`src/rtl/stopwatch_bcd_pkg.sv`:
```
// Shared types and constants for the MM-SS-CC stopwatch.
// State encoding, display codes and digit range limits live here.
package stopwatch_pkg;

  typedef enum logic [1:0] {
    IDLE = 2'd0,
    RUN  = 2'd1,
    STOP = 2'd2,
    LAP  = 2'd3
  } state_e;

  localparam logic [3:0] SEP_CODE = 4'hA;
  localparam logic [3:0] DIG_MAX  = 4'd9;
  localparam logic [3:0] TENS_MAX = 4'd5;

  // Six counting digits, most significant first.
  typedef struct packed {
    logic [3:0] m1;
    logic [3:0] m0;
    logic [3:0] s1;
    logic [3:0] s0;
    logic [3:0] c1;
    logic [3:0] c0;
  } count_t;

endpackage

```
`src/rtl/stopwatch_bcd_digit.sv`:
```
// One decade of the BCD cascade: counts 0..MAX on inc, carries out on wrap.
// carry is combinational so a full ripple completes in a single cycle.
module bcd_digit #(
  parameter logic [3:0] MAX = 4'd9
) (
  input  logic       clk,
  input  logic       rst_n,
  input  logic       clr,
  input  logic       inc,
  output logic [3:0] q,
  output logic       carry
);

  assign carry = inc && (q == MAX);

  // Wrapping on >= MAX keeps the digit in range even from an out-of-range load.
  always_ff @(posedge clk or negedge rst_n) begin
    if (!rst_n) begin
      q <= 4'd0;
    end else if (clr) begin
      q <= 4'd0;
    end else if (inc) begin
      q <= (q >= MAX) ? 4'd0 : q + 4'd1;
    end
  end

endmodule

```
`src/rtl/stopwatch_bcd.sv`:
```
// Centisecond stopwatch driving an 8-digit seven-segment decoder as MM-SS-CC.
// Buttons are synchronized and edge-detected; a 4-state FSM gates counting and lap hold.
module stopwatch_bcd
  import stopwatch_pkg::*;
#(
  parameter int TICK_DIV = 500000,
  parameter int PRE_W    = 19
) (
  input  logic       clk,
  input  logic       rst_n,
  input  logic       btn_ss,
  input  logic       btn_lap,
  input  logic       btn_clr,
  output logic [3:0] decout0,
  output logic [3:0] decout1,
  output logic [3:0] decout2,
  output logic [3:0] decout3,
  output logic [3:0] decout4,
  output logic [3:0] decout5,
  output logic [3:0] decout6,
  output logic [3:0] decout7,
  output logic       running,
  output logic       ovf,
  output state_e     state_dbg
);

  localparam logic [PRE_W-1:0] PRE_LAST = PRE_W'(TICK_DIV - 1);

  // Button path: bit 0 = ss, bit 1 = lap, bit 2 = clr
  logic [2:0] btn_in;
  logic [2:0] sync1;
  logic [2:0] sync2;
  logic [2:0] sync3;
  logic [2:0] ev;
  logic       ev_ss;
  logic       ev_lap;
  logic       ev_clr;

  assign btn_in = {btn_clr, btn_lap, btn_ss};

  // Synchronizers reset high so a button held through reset never looks like a press.
  always_ff @(posedge clk or negedge rst_n) begin
    if (!rst_n) begin
      sync1 <= 3'b111;
      sync2 <= 3'b111;
      sync3 <= 3'b111;
      ev    <= 3'b000;
    end else begin
      sync1 <= btn_in;
      sync2 <= sync1;
      sync3 <= sync2;
      ev    <= sync2 & ~sync3;
    end
  end

  assign ev_ss  = ev[0];
  assign ev_lap = ev[1];
  assign ev_clr = ev[2];

  // FSM
  state_e state;
  state_e state_nxt;
  logic   counting;
  logic   hold_load;
  logic   clr_all;
  logic   running_nxt;

  always_ff @(posedge clk or negedge rst_n) begin
    if (!rst_n) begin
      state <= IDLE;
    end else begin
      state <= state_nxt;
    end
  end

  // Priority ss > lap > clr; the losing events of a cycle are dropped.
  always_comb begin
    state_nxt = state;
    case (state)
      IDLE: begin
        if (ev_ss) state_nxt = RUN;
      end
      RUN: begin
        if (ev_ss)       state_nxt = STOP;
        else if (ev_lap) state_nxt = LAP;
      end
      LAP: begin
        if (ev_ss)       state_nxt = STOP;
        else if (ev_lap) state_nxt = RUN;
      end
      STOP: begin
        if (ev_ss)       state_nxt = RUN;
        else if (ev_clr) state_nxt = IDLE;
      end
      default: state_nxt = IDLE;
    endcase
  end

  always_comb begin
    counting    = (state == RUN) || (state == LAP);
    hold_load   = (state == RUN) && !ev_ss && ev_lap;
    clr_all     = (state == STOP) && !ev_ss && ev_clr;
    running_nxt = (state_nxt == RUN) || (state_nxt == LAP);
  end

  always_ff @(posedge clk or negedge rst_n) begin
    if (!rst_n) begin
      running <= 1'b0;
    end else begin
      running <= running_nxt;
    end
  end

  assign state_dbg = state;

  // Prescaler keeps its phase across stop/resume; only clear zeroes it.
  logic [PRE_W-1:0] pre;
  logic             tick;

  assign tick = counting && (pre == PRE_LAST);

  always_ff @(posedge clk or negedge rst_n) begin
    if (!rst_n) begin
      pre <= '0;
    end else if (clr_all) begin
      pre <= '0;
    end else if (counting) begin
      pre <= tick ? '0 : pre + 1'b1;
    end
  end

  // BCD cascade
  logic [3:0] q_c0;
  logic [3:0] q_c1;
  logic [3:0] q_s0;
  logic [3:0] q_s1;
  logic [3:0] q_m0;
  logic [3:0] q_m1;
  logic [5:0] carry;

  bcd_digit #(.MAX(DIG_MAX)) u_cs0 (
    .clk(clk), .rst_n(rst_n), .clr(clr_all), .inc(tick),     .q(q_c0), .carry(carry[0])
  );
  bcd_digit #(.MAX(DIG_MAX)) u_cs1 (
    .clk(clk), .rst_n(rst_n), .clr(clr_all), .inc(carry[0]), .q(q_c1), .carry(carry[1])
  );
  bcd_digit #(.MAX(DIG_MAX)) u_s0 (
    .clk(clk), .rst_n(rst_n), .clr(clr_all), .inc(carry[1]), .q(q_s0), .carry(carry[2])
  );
  bcd_digit #(.MAX(TENS_MAX)) u_s1 (
    .clk(clk), .rst_n(rst_n), .clr(clr_all), .inc(carry[2]), .q(q_s1), .carry(carry[3])
  );
  bcd_digit #(.MAX(DIG_MAX)) u_m0 (
    .clk(clk), .rst_n(rst_n), .clr(clr_all), .inc(carry[3]), .q(q_m0), .carry(carry[4])
  );
  bcd_digit #(.MAX(TENS_MAX)) u_m1 (
    .clk(clk), .rst_n(rst_n), .clr(clr_all), .inc(carry[4]), .q(q_m1), .carry(carry[5])
  );

  count_t live;
  count_t hold;
  count_t disp;

  assign live = '{m1: q_m1, m0: q_m0, s1: q_s1, s0: q_s0, c1: q_c1, c0: q_c0};

  // Carry out of the minutes tens digit is the 59:59.99 wrap.
  always_ff @(posedge clk or negedge rst_n) begin
    if (!rst_n) begin
      ovf <= 1'b0;
    end else if (clr_all) begin
      ovf <= 1'b0;
    end else if (carry[5]) begin
      ovf <= 1'b1;
    end
  end

  always_ff @(posedge clk or negedge rst_n) begin
    if (!rst_n) begin
      hold <= '0;
    end else if (hold_load) begin
      hold <= live;
    end
  end

  assign disp = (state == LAP) ? hold : live;

  always_ff @(posedge clk or negedge rst_n) begin
    if (!rst_n) begin
      decout0 <= 4'd0;
      decout1 <= 4'd0;
      decout3 <= 4'd0;
      decout4 <= 4'd0;
      decout6 <= 4'd0;
      decout7 <= 4'd0;
    end else begin
      decout0 <= disp.c0;
      decout1 <= disp.c1;
      decout3 <= disp.s0;
      decout4 <= disp.s1;
      decout6 <= disp.m0;
      decout7 <= disp.m1;
    end
  end

  assign decout2 = SEP_CODE;
  assign decout5 = SEP_CODE;

endmodule

```
`config.mk`:
```
export PLATFORM = sky130hd
export DESIGN_NAME = stopwatch_bcd
export DESIGN_NICKNAME = d
export VERILOG_FILES = /design/src/rtl/stopwatch_bcd_pkg.sv /design/src/rtl/stopwatch_bcd_digit.sv /design/src/rtl/stopwatch_bcd.sv
export SDC_FILE = /design/constraint.sdc
export NUM_CORES = 1
export LEC_CHECK = 0
export ABC_AREA = 1
export CORE_AREA = 4 4 137 100
export CTS_CLUSTER_DIAMETER = 120
export DETAILED_ROUTE_END_ITERATION = 16
export DIE_AREA = 0 0 141 104
export HOLD_SLACK_MARGIN = 0.03
export PLACE_DENSITY_LB_ADDON = 0.3
export RECOVER_POWER = 100
export SKIP_LAST_GASP = 1
export SLEW_MARGIN = 5
export SYNTH_ARGS = -nofsm -noshare
export SYNTH_HDL_FRONTEND = slang
export SYNTH_HIERARCHICAL = 1
export SYNTH_SLANG_ARGS = --single-unit
```
`constraint.sdc`:
```
create_clock -name clk -period 3.5 [get_ports clk]
set_input_delay 0.7 -clock clk [delete_from_list [all_inputs] [get_ports clk]]
set_output_delay 0.7 -clock clk [all_outputs]
set_load 0.005 [all_outputs]
```
## After elaboration in Yosys (flattened, before gate mapping)

Index checks and enable logic that the tools add are counted.

| word-level totals | value |
|---|---|
| register bits after elaboration | 107 |
| bits in latches | 0 |
| memory bits (writable) | 0 |
| ROM bits | 0 |
| memories | 0 |

| cells by class | value |
|---|---|
| $add $sub $neg | 7 |
| multiply operators | 0 |
| div/mod/pow operators | 0 |
| magnitude comparators | 6 |
| equality and inequality tests | 12 |
| shift-type cells | 0 |
| mux-type cells | 32 |
| bitwise operators | 2 |
| reductions and logical operators | 23 |

Operator list:

| kind | count |
|---|---|
| $mux 4 | 18 |
| $mux 19 | 3 |
| $add 4x1->4 const B | 6 |
| $mux 24 | 1 |
| $add 19x1->19 const B | 1 |
| $eq 19x19->1 const B | 1 |
| $eq 4x4->1 const B | 4 |
| $ge 4x4->1 const B | 4 |
| $reduce_bool 2->1 | 8 |
| $mux 2 | 7 |
| $logic_and 1x1->1 | 11 |
| $eq 4x3->1 const B | 2 |
| $ge 4x3->1 const B | 2 |
| $pmux 2 s4 | 1 |
| $eq 2x2->1 const B | 3 |
| $eq 2x1->1 const B | 2 |
| $and 3x3->3 | 1 |
| $not 3->3 | 1 |
| $logic_not 2->1 | 1 |
| $logic_or 1x1->1 | 2 |
| $mux 1 | 2 |
| $logic_not 1->1 | 1 |

## Depth between registers and ports, before layout

Gate-level depths: netlist of run 1.

| depth | value |
|---|---|
| depth in word-level cells | 11 |
| depth in mapped cells | 19 |

## Cells and area by module

Netlist of run 1, hierarchy kept.

By module, submodules not included:

| module | instances | cells each | area each (sq um) | seq. area each (sq um) |
|---|---|---|---|---|
| stopwatch_bcd | 1 | 398 | 3584.7 | 2088.3 |
| bcd_digit (u_cs1 ...) | 3 | 34 | 265.3 | 100.1 |
| bcd_digit (u_m1 ...) | 2 | 40 | 281.5 | 100.1 |
| bcd_digit (u_cs0) | 1 | 33 | 257.7 | 100.1 |

## Worst setup path before layout of run 1

No wires, ideal clock.

| timing path | value |
|---|---|
| path type | register to register |
| from | register pre[1] |
| to | register ovf |
| library setup time | 63 ps |
| arrival time | 3188 ps |
| data required time | 3437 ps |
| path slack | 249 ps |
| cell stages (with the launch flop) | 20 |
| period minus slack after synthesis | 3251 ps |
| cells stage by stage | dfrtp_1 -> ha_1 -> nand2_1 -> nor2_1 -> inv_1 -> nor4b_1 -> nand2_1 -> nor3_1 -> nand2_1 -> nor3_1 -> nand2_1 -> nor3_1 -> inv_1 -> nor3_1 -> nand2_1 -> nor3_1 -> inv_1 -> nor3_1 -> o21ai_0 -> inv_1 |

| on the way | value |
|---|---|
| word-level cells in the longest chain between the ends | 9 |

RTL lines:

| item | line | source |
|---|---|---|
| start, declared | stopwatch_bcd.sv:117 | `logic [PRE_W-1:0] pre;` |
| start signal, assigned | stopwatch_bcd.sv:128 | `pre <= tick ? '0 : pre + 1'b1;` |
| $eq 19x19->1 | stopwatch_bcd.sv:120 | `assign tick = counting && (pre == PRE_LAST);` |
| $logic_and 1x1->1 | stopwatch_bcd.sv:120 |  |
| via tick | stopwatch_bcd.sv:118 | `logic tick;` |
| $logic_and 1x1->1 | stopwatch_bcd_digit.sv:14 | `assign carry = inc && (q == MAX);` |
| via carry[0] | stopwatch_bcd.sv:139 | `logic [5:0] carry;` |
| $logic_and 1x1->1 | stopwatch_bcd_digit.sv:14 |  |
| via carry[1] | stopwatch_bcd.sv:139 |  |
| $logic_and 1x1->1 | stopwatch_bcd_digit.sv:14 |  |
| via carry[2] | stopwatch_bcd.sv:139 |  |
| $logic_and 1x1->1 | stopwatch_bcd_digit.sv:14 |  |
| via carry[3] | stopwatch_bcd.sv:139 |  |
| $logic_and 1x1->1 | stopwatch_bcd_digit.sv:14 |  |
| via carry[4] | stopwatch_bcd.sv:139 |  |
| $logic_and 1x1->1 | stopwatch_bcd_digit.sv:14 |  |
| via carry[5] | stopwatch_bcd.sv:139 |  |
| $reduce_bool 2->1 (no source line) | - |  |
| end signal, assigned | stopwatch_bcd.sv:169 | `ovf <= 1'b0;` |
| end signal, assigned | stopwatch_bcd.sv:171 | `ovf <= 1'b0;` |
| end signal, assigned | stopwatch_bcd.sv:173 | `ovf <= 1'b1;` |
| end, declared | stopwatch_bcd.sv:23 | `output logic ovf,` |

The timed path passes the listed nets, and every way through them passes these cells.
A chain may end at the register's enable or synchronous reset.

## Final worst setup path of run 1

| timing path | value |
|---|---|
| from | register pre[1] |
| to | register u_m1.q[3] |

| on the way | value |
|---|---|
| word-level cells in the longest chain between the ends | 8 |

RTL lines:

| item | line | source |
|---|---|---|
| $eq 19x19->1 | stopwatch_bcd.sv:120 |  |
| $logic_and 1x1->1 | stopwatch_bcd.sv:120 |  |
| via tick | stopwatch_bcd.sv:118 |  |
| $logic_and 1x1->1 | stopwatch_bcd_digit.sv:14 |  |
| via carry[0] | stopwatch_bcd.sv:139 |  |
| $logic_and 1x1->1 | stopwatch_bcd_digit.sv:14 |  |
| via carry[1] | stopwatch_bcd.sv:139 |  |
| $logic_and 1x1->1 | stopwatch_bcd_digit.sv:14 |  |
| via carry[2] | stopwatch_bcd.sv:139 |  |
| $logic_and 1x1->1 | stopwatch_bcd_digit.sv:14 |  |
| via carry[3] | stopwatch_bcd.sv:139 |  |
| $logic_and 1x1->1 | stopwatch_bcd_digit.sv:14 |  |
| via carry[4] | stopwatch_bcd.sv:139 |  |
| $reduce_bool 2->1 (no source line) | - |  |
| end signal, assigned | stopwatch_bcd_digit.sv:23 | `q <= (q >= MAX) ? 4'd0 : q + 4'd1;` |
| end, declared | stopwatch_bcd_digit.sv:10 | `output logic [3:0] q,` |

The timed path passes the listed nets, and every way through them passes these cells.

==> results of run 1 <==
## stage by stage
step | cells | TNS [ns] | worst slack [ns] | util, % | total power [mW]
after detailed placement | 801 | -0.2606 | -0.08111 | 46.16 | 1.799
after floorplan | 619 | 0 | 0.2485 | - | 1.690
after CTS | 817 | 0 | 0.08489 | 48.60 | 2.776
final | 817 | 0 | 0.4137 | 48.54 | 2.694
after global placement | 801 | 0 | 0.04149 | 46.16 | 1.787
after global routing | 817 | 0 | 0.03268 | 48.54 | 2.848
## cells by family (layout without fill, tap and decap cells)
family,Yosys count,after routing
and+or+nand+nor,289,289
DFF,107,107
buffers and inverters,105,141
AOI/OAI and AO/OA,81,81
adders and majority gates,19,19
xor gates and xnor gates,10,10
other,2,8
## cells in the final DEF, fill, tap and decap left out
cell type        n
o21ai_0         57
ha_1            19
nor3_2           2
nor3_4           3
a21oi_1         16
nand3b_1         2
conb_1           8
or2_0            2
nand3_4          1
clkbuf_4         1
nand2_1        157
buf_4            2
inv_8            1
nor2_1          54
nor3_1           7
nand4_1         11
dlygate4sd3_1   31
clkbuf_8         1
nor2_2          11
xor2_1          10
clkinv_4         1
o21ai_1          2
clkbuf_16        9
nor4b_2          1
clkinvlp_4       4
dfstp_2          9
clkbuf_1         5
o221ai_1         1
clkbuf_2         1
o21ai_2          5
nand2_2         14
inv_1           84
nand3_1         23
dfrtp_1         98
inv_2            1
nor2_4           1
## timing repair
| item | CTS | global route |
|---|---|---|
| endpoints found under the setup margin | 5 | 9 |
| hold endpoints to repair | 0 | 0 |
| buffers inserted | 0 | 0 |
| resized for setup | 2 | 7 |
| hold buffers | 0 | 0 |
| pin swaps | 0 | 2 |
## worst paths after layout
path / to / startpoint / depth (start not counted) / slack (ns)
worst max-delay path: u_m1/q[3] / pre[1] / 21 / 0.41
worst min-delay path: sync2[0] / sync1[0] / 0 / 0.36
worst max register to register: u_m1/q[3] / pre[1] / 21 / 0.41
worst min register to register: sync2[0] / sync1[0] / 0 / 0.36
max in group asynchronous: decout0[0] / rst_n / 2 / 1.23
min in group asynchronous: hold[23] / rst_n / 1 / 0.70
## routing by layer
metal  track usage (%)  vias to the layer above
met5                 0                        -
met4             3.942                        0
met3             3.722                        6
met2             22.61                       62
met1             19.01                     1803
li1                  -                     1979
## power groups by stage
stage	Sequential, mW	Combinational [mW]	Clock, mW
global placement	1.37	0.422	0
finish	1.35	0.390	0.959
global route	1.35	0.448	1.05
CTS	1.35	0.432	0.998
detailed placement	1.37	0.430	0
floorplan	1.36	0.325	0
## layout make-up
type / count / area, um^2
Clock buffer: 10 / 239.0
Clock inverter: 6 / 50.05
Fill cell: 1172 / 6305
Inverter: 85 / 319.1
Multi-Input combinational cell: 407 / 2091
Sequential cell: 107 / 2689
Tap cell: 162 / 202.7
Timing Repair Buffer: 40 / 356.6
==> flow_metrics.env, run 1 <==
export IMPL_outcome="complete, but fails checks"
export IMPL_violations="capacitance limit, slew limit"
export IMPL_htreeDepth=3
export IMPL_wl_met1_mm=4.905
export IMPL_syn_inst=613
export IMPL_critPathKind="flop to flop"
export IMPL_hold_path_class="flop to flop"
export IMPL_synth_top_family_by_area="simple AND/OR/NAND/NOR gates"
export IMPL_crit_buf_inv=4
export IMPL_powerDensity_mw_per_mm2=453.1
export IMPL_largest_register="hold"
export IMPL_antenna_found_initial=0
export IMPL_post_route_period_util_pct=88.18
export IMPL_yosys_area_share_simple_pct=24.61
export IMPL_skew_ns=0.007344
export IMPL_cts_sinks=107
export IMPL_hold_ws_ns=0.3568
export IMPL_synth_cell_types=32
export IMPL_ir_drop_mv=0.3994
export IMPL_met2_length_mm=4.425
export IMPL_synthFlopType="dfrtp_1"
export IMPL_row_count=34
export IMPL_power_frac_seq_pct=49.9
export IMPL_path_max_fanout=3
export IMPL_die_y_um=104
export IMPL_required_ns=3.78
export IMPL_yosysMostFrequentCell="nand2_1"
export IMPL_avgSynthCellArea_um2=8.485
export IMPL_switching_power_mw=0.7759
export IMPL_reg_top3="hold (24), pre (19)"
export IMPL_syn_cell_area_mm2=0.005201
export IMPL_design_area_mm2=0.005947
export IMPL_grt_usage_pct=14.13
export IMPL_worst_slew_pin_slew_ns=1.687
export IMPL_routabilityCongestion=0.8614
export IMPL_cts_path_max_buffers=2
export IMPL_place_hpwl_mm=6.929
export IMPL_cts_clk_slew_worst_paths_ns=0.07
export IMPL_p_int_mw=1.918
export IMPL_arrival_ns=3.36
export IMPL_drt_pass1_iterations=4
export IMPL_drive_above_1_share_pct=10.38
export IMPL_die_w_um=141
export IMPL_cp_cell_sequence="ha_1, nand2_1, nor2_2, inv_1, nor4b_2, buf_4, nand2_1, nor3_4, nand2_1, nor3_2, nand2_1, nor3_1, buf_4, inv_1, nor3_4, nand2_1, nor3_4, nand3b_1, nor2_2, nand2_1, nand2_1"
export IMPL_drt_iter0_drc=164
export IMPL_nets=674
export IMPL_period_minus_slack_ns=3.086
export IMPL_numCtsBuffers=9
export IMPL_met3_length_um=354
export IMPL_maxSlewHeadroom_pct=-12.44
export IMPL_grt_ovfl_total=0
export IMPL_seq_area_frac_synth_pct=51.70
export IMPL_synth_compound_gate_area_share_pct=8.299
export IMPL_start_util_pct=42.45
export IMPL_portBuffers=32
export IMPL_clkPwrFrac_pct=35.6
export IMPL_ys_warn_count=6
export IMPL_endpoint_kind="flop"
export IMPL_drc_errors=0
export IMPL_cpPeakStageDelay_ns=0.38
export IMPL_hold_viol=0
export IMPL_num_vias=3850
export IMPL_async_flop_share_pct=100.0
export IMPL_io_pins=41
export IMPL_grt_pass1_vias=3842
export IMPL_muxShareOfSynthArea_pct=0
export IMPL_wl_mm=9.780
export IMPL_p_sw_share_pct=28.80
export IMPL_synth_top_area_cell="dfrtp_1"
export IMPL_place_area_mm2=0.005655
export IMPL_grt_max_degree=58
export IMPL_synth_area_leaders="dfrtp_1, nand2_1, inv_1, ha_1, dfstp_2"
export IMPL_core_area_mm2=0.01225
export IMPL_path_common_cell="nand2_1"
export IMPL_finalMaxSlewViolations=49
export IMPL_netlist_top_cells_count="nand2_1, dfrtp_1, inv_1"
export IMPL_ant_nets=0
export IMPL_grt_pass1_wl_mm=17.42
export IMPL_largest_reg_flops=24
export IMPL_p_comb_share_pct=14.5
export IMPL_synth_adder_area_share_pct=4.571
export IMPL_dieArea_mm2=0.01466
export IMPL_synth_top_cell_area_share_pct=47.15
export IMPL_worst_skew_pair_late_latency_ns=0.34
export IMPL_highest_layer="met4"
export IMPL_crit_slowest_cell="dfrtp_1"
export IMPL_clock_fmax_mhz=324.0
export IMPL_clock_root_buffer="clkbuf_16"
export IMPL_maxCapViolCount=1
export IMPL_synth_edf_count=0
export IMPL_cts_tree="yes"
export IMPL_viasPerCell=4.712
export IMPL_rsz0062_at_grt="no"
export IMPL_finalSetupViolCount=0
export IMPL_num_antenna_cells=0
export IMPL_synth_seq_cells=107
export IMPL_path_delay_family="simple AND/OR/NAND/NOR gates"
export IMPL_synth_xor_area_share_pct=1.684
export IMPL_area_growth_pct=14.34
export IMPL_wl_per_cell_um=11.97
export IMPL_setup_worst_path_start_class="flop"
export IMPL_p_leak_nw=2.836
Note: power is estimated with default switching activity, not from simulation.
==> run 2: changes to the inputs <==
Clock period 3.5 ns to 2.84 ns, I/O delays scaled along.
==> run 2 against run 1 <==
  * Clock power up 31%
  * Flip-flop and latch count unchanged
  * Largest power group unchanged
  * Global-route usage up 0.48 points
  * Non-clock buffer count up 16
  * Clock skew down 0.00090 ns
  * First-iteration DRC count up 97%
  * Largest cell class unchanged
  * Core utilization up 1.2 points
  * Critical path depth down 2
  * The flow now finishes without violations
  * Wire length up 0.82%
  * Combinational power up 36%
  * Final cell count up 2.0%
==> flow_metrics.env, run 2 (synthesis results as in run 1) <==
export IMPL_outcome="completed"
export IMPL_reg_top3="hold (24), pre (19)"
export IMPL_required_ns=3.13
export IMPL_drive_above_1_share_pct=13.41
export IMPL_setup_worst_path_start_class="flop"
export IMPL_die_w_um=141
export IMPL_hold_depth=0
export IMPL_cts_sinks=107
export IMPL_ant_nets=0
export IMPL_cts_clk_slew_worst_paths_ns=0.07
export IMPL_post_place_cells=814
export IMPL_area_growth_pct=17.27
export IMPL_powerDensity_mw_per_mm2=565.4
export IMPL_post_route_period_util_pct=99.81
export IMPL_place_hpwl_mm=7.027
export IMPL_grt_usage_pct=14.61
export IMPL_cts_tree="yes"
export IMPL_num_antenna_cells=0
export IMPL_startpoint="pre[0]"
export IMPL_finalSetupViolCount=0
export IMPL_hold_path_end="sync2[0]"
export IMPL_design_area_mm2=0.006100
export IMPL_grt_pass1_vias=3809
export IMPL_clock_root_buffer="clkbuf_16"
export IMPL_grt_ovfl_total=0
export IMPL_nets=690
export IMPL_p_leak_nw=2.948
export IMPL_cts_hold_buf=0
export IMPL_viasPerCell=4.691
export IMPL_worst_slew_pin_slew_ns=1.206
export IMPL_row_count=34
export IMPL_routabilityCongestion=0.8906
export IMPL_skew_ns=0.006443
export IMPL_start_util_pct=42.45
export IMPL_path_max_fanout=3
export IMPL_drt_iter0_drc=323
export IMPL_finalMaxSlewViolations=0
export IMPL_wl_mm=9.860
export IMPL_grt_max_degree=50
export IMPL_ir_drop_mv=0.3211
export IMPL_largest_reg_flops=24
export IMPL_drt_pass1_iterations=4
export IMPL_mostFrequentLayoutCells="nand2_1, dfrtp_1, inv_1, o21ai_0, nor2_1"
export IMPL_num_vias=3908
export IMPL_setup_tns_ns=0
export IMPL_hold_viol=0
export IMPL_dieArea_mm2=0.01466
export IMPL_finalNonFillerCells=833
export IMPL_htreeDepth=3
export IMPL_place_area_mm2=0.005797
export IMPL_die_y_um=104
export IMPL_r2r_start="pre[0]"
export IMPL_hold_path_class="flop to flop"
export IMPL_drc_errors=0
export IMPL_numCtsBuffers=9
export IMPL_r2r_cells=19
export IMPL_largest_register="hold"
export IMPL_io_pins=41
export IMPL_critPathKind="flop to flop"
export IMPL_worst_skew_pair_late_latency_ns=0.35
export IMPL_arrival_ns=3.12
export IMPL_endpoint_kind="flop"
export IMPL_maxCapViolCount=0
export IMPL_maxSlewHeadroom_pct=19.58
export IMPL_core_area_mm2=0.01225
export IMPL_rsz0062_at_grt="yes"
export IMPL_r2r_end="u_m1/q[1]"
export IMPL_layout_commonest_cell="nand2_1"
export IMPL_wl_per_cell_um=11.84
export IMPL_cts_path_max_buffers=2
export IMPL_antenna_found_initial=0
export IMPL_hold_path_startpoint="sync1[0]"
export IMPL_fill_cells=1154
export IMPL_grt_pass1_wl_mm=17.80
export IMPL_portBuffers=32
export IMPL_period_minus_slack_ns=2.835
export IMPL_reg2reg_slack_ns=0.005
export IMPL_clock_fmax_mhz=352.8
run 2: cell types whose count changed in the layout (fill, tap and decap cells not counted), sizes merged:
cell      before  now
buf            2   19
clkbuf        17   15
bufinv         0    1
clkinvlp       4    3
inv           86   87
run 2: timing repair:
action	in CTS	in global routing
gates cloned	0	0
pin swaps	1	2
resized for setup	8	2
setup buffers	3	0
setup endpoints to repair	5	9
run 2: power breakdown:
group | leakage (nW) | switching, mW | internal [mW] | total (mW)
registers | 1.44 | 0.0537 | 1.61 | 1.66
logic | 1.36 | 0.363 | 0.168 | 0.531
clock network | 0.138 | 0.571 | 0.688 | 1.26
run 2: layer usage:
layer | global-route usage [%] | vias up | wire length (um)
li1 | - | 2010 | -
met1 | 20.77 | 1822 | 5031
met2 | 22.37 | 67 | 4391
met3 | 3.263 | 9 | 336
met4 | 4.357 | 0 | 99
met5 | 0 | - | 0
run 2: through the flow:
| stage | power (mW) | setup WS, ns | hold WS [ns] | util, % |
|---|---|---|---|---|
| after floorplan | 2.084 | 0.04805 | 0.2724 | - |
| after global placement | 2.233 | -0.005118 | 0.3467 | 47.31 |
| after CTS | 3.554 | -0.01615 | 0.2683 | 50.20 |
| after detailed placement | 2.256 | -0.1706 | 0.3482 | 47.31 |
| final | 3.449 | 0.005373 | 0.3578 | 49.79 |
| after global routing | 3.633 | -0.2482 | 0.3615 | 49.79 |
run 2: worst max-delay path by stage:
stage	endpoint	slack [ns]	cells past startpoint
6_report	u_m1/q[1]	0.005	19
3_5_place_dp	u_m1/q[1]	-0.17	19
5_1_grt	ovf	-0.25	19
3_3_place_gp	ovf	-0.005	19
2_1_floorplan	ovf	0.05	19
4_1_cts	u_m1/q[1]	-0.02	19
run 2: area by class of cell:
type	count	area, um^2	area share, %
flip-flops and latches	107	2689	44.08
multi-input cells	407	2110	34.58
repair buffers	56	479.2	7.856
inverters	85	319.1	5.231
clock buffers	9	225.2	3.692
well taps	162	202.7	3.323
clock inverters	7	75.07	1.231
run 2: worst max-delay path: stages (launching register included):
cell	delay, ns
dfrtp_1	0.35
ha_2	0.19
nand2_2	0.08
nor2_4	0.12
inv_2	0.06
nor4b_4	0.31
nand2_1	0.11
nor3_2	0.15
nand2_1	0.09
nor3_2	0.14
nand2_1	0.09
nor3_2	0.13
inv_1	0.09
nor3_4	0.18
nand2_2	0.09
nor3_4	0.16
nand3b_1	0.13
nor2_2	0.16
nand2_1	0.08
nand2_1	0.07
==> RTL change, RTL diff (config.mk and constraints of run 1) <==
The parameter `PRE_W` goes from 19 to 38.
--- a/src/rtl/stopwatch_bcd.sv
+++ b/src/rtl/stopwatch_bcd.sv
@@ -4,7 +4,7 @@
   import stopwatch_pkg::*;
 #(
   parameter int TICK_DIV = 500000,
-  parameter int PRE_W    = 19
+  parameter int PRE_W    = 38
 ) (
   input  logic       clk,
   input  logic       rst_n,
Function: same outputs for any inputs over 10 cycles, from zero or initial values and one cycle with rst_n low; that may be too few to reach the edited logic, so the function may still have changed.
==> RTL change against run 1 <==
- the run still ends with max-capacitance violations, max-slew violations left
- total power up 45%
- wire length rose by 62%
- worst setup slack worse by 0.18 ns
- clock power rose by 91%
- sequential cell count grew 18
- critical path depth is the same
- combinational power rose by 32%
- design area up 32%
- synthesized area up 29%
- die area did not move
- critical path type unchanged
- global-route usage increased by 8.8 points
- critical endpoint is now u_m1/q[1]
- synthesized cell count grew 42%
==> RTL change: results (changes against run 1) <==
qor: run_status.result_of_the_run finished with violations
qor: run_status.failed_checks max-capacitance violations, max-slew violations
qor: global_route.first_global_vias 5505 [+43%]
qor: cells_and_area.drive_gt1_share 11.1% [+0.73 points]
qor: setup_path.worst_ep_arrival_time 3.62 ns [+0.26 ns]
qor: clocking.cts_root_buffer clkbuf_16
qor: route.detailedRoute.firstIterationViolations 621 [+280%]
qor: cells_and_area.num-fill-cells 1084 [-7.5%]
qor: clocking.cts_buffers 17 [+8]
qor: pwr.ir_drop 0.000413 V [+3.5%]
qor: route.via_count 5737 [+49%]
qor: synthesis.commonest_cells_post_synth 250 x nand2_1, 116 x dfrtp_1, 113 x nor2_1
qor: job.count_of_maximum_capacitance_violations 2 [+1]
qor: cells_and_area.antenna_diodes 0 [unchanged]
qor: global_route.largest_net_degree_at_the_start_of_global_routing 51 [-12%]
qor: global_route.grt_use_total 22.9% [+8.8 points]
qor: clocking.cts-htree-levels 4 [+1]
qor: placement.detailedPlace.worstSlack -0.0387 ns [+0.0424 ns]
qor: global_route.use_met2 31.9% [+9.3 points]
qor: placement.dp_hpwl 10900 um [+57%]
qor: cells_and_area.layout_top_registers pre x38, hold x24
qor: global_route.grt_antenna_before_repair 0 [unchanged]
qor: clocking.maximum_clock_path_buffer_count 2 [unchanged]
qor: sta.clock_skew 0.0138 ns [+0.00641 ns]
qor: clocking.clock_latency 0.42 ns [+0.08 ns]
qor: placement.placement.io_buffers 32 [unchanged]
qor: synthesis.yosysUniqueCellTypes 32 [unchanged]
qor: synthesis.seq_area_frac_synth 46.9% [-4.7 points]
qor: global_route.global_route.usage.met3 5.97% [+2.3 points]
qor: synthesis.async_flop_share 100% [unchanged]
qor: clocking.cts_clk_pin_slew_worst_paths 0.06 ns
qor: pwr.p_leak 3.78 nW [+33%]
qor: sta.slew_violations 92 [+88%]
qor: placement.dpl-instance-area 7220 um2 [+28%]
qor: route.drt_wl_total 15900 um [+62%]
qor: min_path.hold_path_class flop to flop
qor: setup_path.path_max_fanout 4 [+1]
qor: synthesis.synthesis.yosys.warnings 6 [unchanged]
qor: placement.final_estimated_routing_congestion_in_global_placement 1.02 [+19%]
qor: cells_and_area.final_net_count 947 [+41%]
qor: synthesis.synth.top_cells.by_area dfrtp_1 43%, nand2_1 14%, nor2_1 6.3%
qor: global_route.global_route.usage.met1 34.8% [+16 points]
qor: global_route.grt_first_pass_wirelength 27200 um [+56%]
qor: sta.worst_slew_margin_relative_to_its_limit -70.3% [-58 points]
qor: route.drt_pre_antenna_iters 5 [+1]
[RTL change: changes by cell type after synthesis, sizes merged, moves of 3 or more]
cell   before  now
nand2     171  265
nor2       66  133
nand3      24   60
inv        85  105
dfrtp      98  116
buf        16   22
o21ai      64   70
nand4      11   15
xnor2       0    4
xor2       10   13
[RTL change: path summary, 6_finish.rpt]
| path | endpoint | slack (ns) | startpoint | depth (start not counted) |
|---|---|---|---|---|
| min in group asynchronous | pre[8] | 1.08 | rst_n | 1 |
| setup reg to reg | u_m1/q[1] | 0.24 | pre[9] | 21 |
| setup / recovery | u_m1/q[1] | 0.24 | pre[9] | 21 |
| hold reg to reg | sync2[0] | 0.35 | sync1[0] | 0 |
| max in group asynchronous | decout0[0] | 0.60 | rst_n | 2 |
| hold / removal | sync2[0] | 0.35 | sync1[0] | 0 |
[RTL change: cells by family after synthesis]
family	Yosys count	synth area share (%)
xor gates and xnor gates	17	2.23
DFF	125	46.9
and+or+nand+nor	490	31.7
adders and majority gates	19	3.56
buffers and inverters	131	8.50
other	2	0.112
AOI/OAI and AO/OA	87	6.96
[RTL change: area by class of cell]
cell class                 instances  area share (%)
clock buffer                      18            5.47
clock inverter                    14            2.36
inverter                         105            5.03
multi-input combinational        621            38.5
sequential                       125            40.0
tap                              162            2.59
timing repair buffer              53            6.02
[RTL change: per-stage QoR]
stage               utilization, %  std cells  power (mW)
floorplan                        -        877        1.98
global placement              58.9       1065        2.12
detailed placement            58.9       1065        2.12
CTS                           64.0       1097        3.96
global route                  64.0       1098        4.06
finish                        64.0       1098        3.90
[RTL change: timing repair]
item | 4_1_cts | 5_1_grt
endpoints found under the setup margin | 5 | 9
buffers inserted | 0 | 1
resized for setup | 2 | 9
pin swaps | 0 | 1
[RTL change: power breakdown]
part | internal (mW) | leakage (nW) | switching, mW
clock network | 1.14 | 0.295 | 0.696
registers | 1.50 | 1.70 | 0.0457
logic | 0.128 | 1.79 | 0.389
total | 2.77 | 3.78 | 1.13
[RTL change: worst max-delay path: stages (launching register included)]
cell and delay, ns:
dfrtp_1 0.41, inv_1 0.08, nand2_1 0.09, nor4_2 0.29, nand3_1 0.15, nor3_2 0.25, nand2_1 0.10, nor3_2 0.18
nand2_1 0.14, nor3_4 0.19, nand2_2 0.11, nor3_4 0.16, inv_1 0.07, nor3_2 0.15, buf_4 0.14, nand2_1 0.06
nor3_2 0.10, buf_4 0.15, nand3b_1 0.09, nor2_2 0.15, nand2_1 0.07, nand2_1 0.07
[RTL change: per-layer routing]
layer  up-vias  wire length, um  share of wire (%)
met1      2669             7760                 49
met2       216             6620                 42
met5         -                0                  0
li1       2816                -                  -
met3        36             1210                7.6
met4         0              282                1.8
